## config.mk

```make
export PLATFORM = sky130hd
export DESIGN_NAME = coreuart_apb_regif
export DESIGN_NICKNAME = d
export VERILOG_FILES = /design/src/rtl/coreuart_apb_regif.sv
export SDC_FILE = /design/constraint.sdc
export NUM_CORES = 1
export LEC_CHECK = 0
export ABC_AREA = 1
export BUFFER_PORTS_ARGS = -buffer_cell sky130_fd_sc_hd__buf_2
export CORE_MARGIN = 3
export CORE_UTILIZATION = 44
export CTS_CLUSTER_DIAMETER = 80
export CTS_CLUSTER_SIZE = 14
export DETAILED_ROUTE_END_ITERATION = 7
export PLACE_DENSITY = 0.77
export RECOVER_POWER = 25
export SLEW_MARGIN = 20
export SYNTH_ARGS = -nofsm -noshare
export SYNTH_HDL_FRONTEND = slang
export SYNTH_SLANG_ARGS = --single-unit
```

## constraint.sdc

```tcl
create_clock -name CLK -period 1.27 [get_ports CLK]
set_input_delay 0.127 -clock CLK [delete_from_list [all_inputs] [get_ports CLK]]
set_output_delay 0.127 -clock CLK [all_outputs]
set_load 0.05 [all_outputs]
```

## src/rtl/coreuart_apb_regif.sv

```systemverilog
// APB3 slave register front-end for CoreUART: turns APB transfers into single-cycle
// active-low core strobes, holds baud/format configuration and raises a maskable interrupt.
module coreuart_apb_regif #(
    parameter int APB_DWIDTH        = 32,
    parameter int FIXEDMODE         = 0,
    parameter int BAUD_VALUE        = 1,
    parameter int PRG_BIT8          = 1,
    parameter int PRG_PARITY        = 0,
    parameter int BAUD_VAL_FRCTN_EN = 0
) (
    input  logic                  CLK,
    input  logic                  aresetn,
    input  logic                  PSEL,
    input  logic                  PENABLE,
    input  logic                  PWRITE,
    input  logic [4:0]            PADDR,
    input  logic [APB_DWIDTH-1:0] PWDATA,
    output logic [APB_DWIDTH-1:0] PRDATA,
    output logic                  PREADY,
    output logic                  PSLVERR,
    output logic                  INTR,
    output logic                  CSN,
    output logic                  WEN,
    output logic                  OEN,
    output logic [7:0]            DATA_IN,
    output logic [12:0]           BAUD_VAL,
    output logic [2:0]            BAUD_VAL_FRACTION,
    output logic                  BIT8,
    output logic                  PARITY_EN,
    output logic                  ODD_N_EVEN,
    input  logic [7:0]            DATA_OUT,
    input  logic                  TXRDY,
    input  logic                  RXRDY,
    input  logic                  PARITY_ERR,
    input  logic                  OVERFLOW,
    input  logic                  FRAMING_ERR
);

    localparam logic [4:0] ADDR_TXDATA = 5'h00;
    localparam logic [4:0] ADDR_RXDATA = 5'h04;
    localparam logic [4:0] ADDR_CTRL1  = 5'h08;
    localparam logic [4:0] ADDR_CTRL2  = 5'h0C;
    localparam logic [4:0] ADDR_STATUS = 5'h10;
    localparam logic [4:0] ADDR_CTRL3  = 5'h14;
    localparam logic [4:0] ADDR_IEN    = 5'h18;

    localparam logic        FIXED     = (FIXEDMODE != 0);
    localparam logic        FRAC_WR   = !FIXED && (BAUD_VAL_FRCTN_EN != 0);
    localparam logic [12:0] FIX_BAUD  = 13'(BAUD_VALUE);
    localparam logic [7:0]  FIX_CTRL2 = {FIX_BAUD[12:8], (PRG_PARITY == 2),
                                         (PRG_PARITY != 0), (PRG_BIT8 != 0)};

    typedef enum logic [1:0] {IDLE, ACC1, ACC2} state_t;

    state_t      state_q, state_d;
    logic [4:0]  addr_q, addr_d;
    logic        write_q, write_d;
    logic [7:0]  wdata_q, wdata_d;
    logic [7:0]  prdata_q, prdata_d;
    logic        pready_q, pready_d;
    logic        pslverr_q, pslverr_d;
    logic        intr_q, intr_d;
    logic        csn_q, csn_d, wen_q, wen_d, oen_q, oen_d;
    logic [7:0]  data_in_q, data_in_d;
    logic [7:0]  ctrl1_q, ctrl1_d, ctrl2_q, ctrl2_d;
    logic [2:0]  frac_q, frac_d, ien_q, ien_d;

    logic [7:0]  ctrl1_eff, ctrl2_eff, rd_byte;
    logic [2:0]  frac_eff;
    logic        unused_pwdata;

    assign ctrl1_eff     = FIXED ? FIX_BAUD[7:0] : ctrl1_q;
    assign ctrl2_eff     = FIXED ? FIX_CTRL2 : ctrl2_q;
    assign frac_eff      = FRAC_WR ? frac_q : 3'd0;
    assign unused_pwdata = ^PWDATA;

    // Read data for zero-wait registers is taken from the setup-phase address.
    always_comb begin
        rd_byte = 8'h00;
        case (PADDR)
            ADDR_STATUS: rd_byte = {3'b000, FRAMING_ERR, OVERFLOW, PARITY_ERR, RXRDY, TXRDY};
            ADDR_CTRL1:  rd_byte = ctrl1_eff;
            ADDR_CTRL2:  rd_byte = ctrl2_eff;
            ADDR_CTRL3:  rd_byte = {5'b00000, frac_eff};
            ADDR_IEN:    rd_byte = {5'b00000, ien_q};
            default:     rd_byte = 8'h00;
        endcase
    end

    always_comb begin
        // NOTE: every _d gets a default before the case so no path can infer a latch.
        state_d   = state_q;
        addr_d    = addr_q;
        write_d   = write_q;
        wdata_d   = wdata_q;
        prdata_d  = prdata_q;
        pready_d  = 1'b1;
        pslverr_d = 1'b0;
        csn_d     = 1'b1;
        wen_d     = 1'b1;
        oen_d     = 1'b1;
        data_in_d = data_in_q;
        ctrl1_d   = ctrl1_q;
        ctrl2_d   = ctrl2_q;
        frac_d    = frac_q;
        ien_d     = ien_q;
        intr_d    = (TXRDY & ien_q[0]) | (RXRDY & ien_q[1])
                  | ((PARITY_ERR | OVERFLOW | FRAMING_ERR) & ien_q[2]);

        unique case (state_q)
            IDLE: begin
                if (PSEL && !PENABLE) begin
                    state_d  = ACC1;
                    addr_d   = PADDR;
                    write_d  = PWRITE;
                    wdata_d  = PWDATA[7:0];
                    prdata_d = PWRITE ? 8'h00 : rd_byte;
                    if (PWRITE && PADDR == ADDR_TXDATA) begin
                        if (TXRDY) begin
                            csn_d     = 1'b0;
                            wen_d     = 1'b0;
                            data_in_d = PWDATA[7:0];
                        end else begin
                            pslverr_d = 1'b1;
                        end
                    end else if (!PWRITE && PADDR == ADDR_RXDATA) begin
                        // Strobe even when RXRDY=0: the read clears the core's sticky errors.
                        csn_d     = 1'b0;
                        oen_d     = 1'b0;
                        pready_d  = 1'b0;
                        pslverr_d = !RXRDY;
                    end
                end
            end
            ACC1: begin
                state_d = IDLE;
                if (PSEL && !write_q && addr_q == ADDR_RXDATA) begin
                    state_d   = ACC2;
                    prdata_d  = DATA_OUT;
                    pslverr_d = pslverr_q;
                end else if (PSEL && write_q) begin
                    case (addr_q)
                        ADDR_CTRL1: if (!FIXED) ctrl1_d = wdata_q;
                        ADDR_CTRL2: if (!FIXED) ctrl2_d = wdata_q;
                        ADDR_CTRL3: if (FRAC_WR) frac_d = wdata_q[2:0];
                        ADDR_IEN:   ien_d = wdata_q[2:0];
                        default:    ;
                    endcase
                end
            end
            ACC2:    state_d = IDLE;
            default: state_d = IDLE;
        endcase
    end

    // NOTE: sequential state uses non-blocking assignments only, so every flop samples pre-edge values.
    always_ff @(posedge CLK or negedge aresetn) begin
        if (!aresetn) begin
            state_q   <= IDLE;
            addr_q    <= 5'h00;
            write_q   <= 1'b0;
            wdata_q   <= 8'h00;
            prdata_q  <= 8'h00;
            pready_q  <= 1'b1;
            pslverr_q <= 1'b0;
            intr_q    <= 1'b0;
            csn_q     <= 1'b1;
            wen_q     <= 1'b1;
            oen_q     <= 1'b1;
            data_in_q <= 8'h00;
            ctrl1_q   <= 8'h01;
            ctrl2_q   <= 8'h01;
            frac_q    <= 3'd0;
            ien_q     <= 3'd0;
        end else begin
            state_q   <= state_d;
            addr_q    <= addr_d;
            write_q   <= write_d;
            wdata_q   <= wdata_d;
            prdata_q  <= prdata_d;
            pready_q  <= pready_d;
            pslverr_q <= pslverr_d;
            intr_q    <= intr_d;
            csn_q     <= csn_d;
            wen_q     <= wen_d;
            oen_q     <= oen_d;
            data_in_q <= data_in_d;
            ctrl1_q   <= ctrl1_d;
            ctrl2_q   <= ctrl2_d;
            frac_q    <= frac_d;
            ien_q     <= ien_d;
        end
    end

    assign PRDATA            = APB_DWIDTH'(prdata_q);
    assign PREADY            = pready_q;
    assign PSLVERR           = pslverr_q;
    assign INTR              = intr_q;
    assign CSN               = csn_q;
    assign WEN               = wen_q;
    assign OEN               = oen_q;
    assign DATA_IN           = data_in_q;
    assign BAUD_VAL          = {ctrl2_eff[7:3], ctrl1_eff};
    assign BAUD_VAL_FRACTION = frac_eff;
    assign ODD_N_EVEN        = ctrl2_eff[2];
    assign PARITY_EN         = ctrl2_eff[1];
    assign BIT8              = ctrl2_eff[0];

endmodule

```

==> results.cfg <==
[global_routing]
grt_pass1_wl_microns = 11000
grt_start_max_net_pins = 57
grt_pass1_vias = 2413
overflow = 0
grt_usage = 0.179
antenna_found_initial = 0

[clock_network]
numCtsBuffers = 5
htreeDepth = 2
cts_tree = built
clock_sinks = 56
clk_latency_ns = 0.32
clockBufferDepth = 2
cts_root_buf = clkbuf_8
clk_pin_slew_ns = 0.10

[logic_synthesis]
async_flop_share = 1.00
synth_cells = 361
synth_ff_type = dfrtp_1
syn_area_sq_um = 2970
synth-edff-count = 0
synth_cell_types = 31
yosysWarnings = 0
ys_ff_latch = 56
ys_seq_area_frac = 0.474
avgSynthCellArea_sq_um = 8.22

[worst_setup_path]
cp_common_cell = buf_6
cp_top_family = flip-flops
crit_path_max_fanout = 6
path_buf_inv = 3
worstSetupPathType = reg2reg
cpPeakStageDelay_ns = 0.42
end_kind = register
crit_arrival_ns = 1.49
critical_path_required_ns = 1.48
cp-start-kind = register
critPathSlowestCell = dfrtp_1
path_cells = nor2_4 -> buf_6 -> nand3_2 -> nor2_2 -> buf_6 -> nand2_2 -> o21ai_1 -> inv_1

[floorplanning]
dieArea_sq_um = 7770
core_sq_um = 6460
initial_core_util = 0.460
die_y_microns = 88.1
rows = 29
die_w_microns = 88.1
pin_count = 120

[drt]
drt_wl_total_microns = 7000
via_per_inst = 4.74
wl_per_cell_microns = 13.2
num_vias = 2518
firstDrtPassIters = 4
drtAntennaViolNets = 0
drc = 0
drtIter0Drc = 93

[layout]
fin_util = 0.577
design_area_sq_um = 3730
areaGrowthSynthToFinish_pct = 25.6
final_nets = 508
num-fill-cells = 587
layout-drive-gt1-share = 0.350
diodes = 0

[status]
outcome = finished with violations
violations = negative setup slack

[pwr]
static-leakage-power_nw = 1.95
ir_drop_v = 0.000738
powerDensity_nw_per_um2 = 1260
power_mw = 4.69

[worst_hold_path]
hold_class = in2reg

[sta]
timing.final.ws_setup_ns = -0.00597
setup_viol = 2
rsz0062_at_grt = yes
finalCritPeriodShare = 1.00
final.min_clock_period_ns = 1.28
slew_viol_final = 0
worst_slew_pin_slew_ns = 0.750
hold_violations = 0
max_freq_mhz = 784
slew_headroom = 0.500
finClkSkew_ns = 0.00820

[placement]
io_buffer_count = 68
gp_congestion = 0.797
placed_area_sq_um = 3390
dp_hpwl_microns = 4950

[run]
max-cap-violations = 0
[worst paths after layout]
kind,start,end,slack [ns],cells after the start
min,PWDATA[4],DATA_IN[4],0.06,3
max in group asynchronous,aresetn,ien_q[0],0.26,3
max,addr_q[1],ien_q[1],-0.006,8
min in group asynchronous,aresetn,DATA_IN[7],0.52,3
min reg2reg,DATA_IN[4],DATA_IN[4],0.49,2
max reg2reg,addr_q[1],ien_q[1],-0.006,8
[timing repair]
action,in CTS,in global routing
pin swaps,2,5
setup endpoints to repair,28,39
hold endpoints to repair,51,0
hold buffers,1,0
resized for setup,13,42
gates cloned,0,3
setup buffers,3,4
[cells in the final DEF (no fill, tap or decap), drive strengths merged]
master and count:
a21oi 18, o31ai 1, bufinv 1, dfstp 5
buf 89, o21ai 40, and2 1, dlygate4sd3 1
nor3 2, clkinv 3, clkbuf 8, conb 27
inv 59, clkinvlp 1, nor2 29, nand4 17
nand2 89, nand3 11, o211ai 1, dfrtp 51
[report_power, final]
group	total (mW)	switching, mW	internal, mW
logic	1.36	1.01	0.350
registers	2.13	0.150	1.98
clock network	1.20	0.604	0.595
[registers in the layout (all words and copies together) (netlist names)]
signal	count
ctrl2_eff	8
addr_q	5
wdata_q	8
state_q	2
DATA_IN	8
prdata_q	8
CSN	1
INTR	1
write_q	1
WEN	1
PSLVERR	1
ctrl1_eff	8
ien_q	3
OEN	1
[metrics by stage]
step                instances  setup WS [ns]  setup TNS, ns  hold WS [ns]
CTS                       524        -0.0273        -0.0841        0.0555
global route              531         -0.115          -2.01        0.0700
floorplan                 387        -0.0287         -0.297        -0.169
detailed placement        512        -0.0984          -1.34         0.153
global placement          512        -0.0712          -1.02         0.144
finish                    531       -0.00597       -0.00627        0.0604
[synthesized netlist by cell type, types with 3 or more instances]
cell,n,area share
a21oi_1,17,0.029
buf_4,30,0.076
clkbuf_1,4,0.0051
dfrtp_1,51,0.43
dfstp_2,5,0.044
inv_1,56,0.071
inv_2,3,0.0038
nand2_1,84,0.11
nand2_2,5,0.011
nand3_1,5,0.0084
nand4_1,15,0.032
nor2_1,22,0.028
nor2_4,4,0.015
o21ai_0,30,0.051
o21ai_2,8,0.024
[layer usage]
layer  global-route usage  vias to the layer above  wire [microns]
met5                    0                        -               0
met4               0.0495                        0              78
met3               0.0480                        8             532
met2                0.314                       90            3610
met1                0.216                     1155            2780
li1                     -                     1265               -
[tightest hold or removal path: cells and delay by family]
family	cells	cell delay (ns)
compound gates	1	0.06
buf+inv	2	0.16
[cell type report]
class | count | area (sq um) | share of cell area
Timing Repair Buffer | 93 | 573 | 0.154
Inverter | 61 | 235 | 0.0631
Clock inverter | 3 | 46.3 | 0.0124
Clock buffer | 5 | 68.8 | 0.0185
Multi-Input combinational cell | 236 | 1300 | 0.349
Sequential cell | 56 | 1410 | 0.378
Tap cell | 77 | 96.3 | 0.0258
[logic make-up after synthesis]
kind of cell    after synthesis  synth area share
compound gates               60             0.117
buf+inv                      98             0.168
flops                        56             0.474
other cells                   1           0.00126
simple gates                146             0.240
Power figures use the tool's default switching activity.
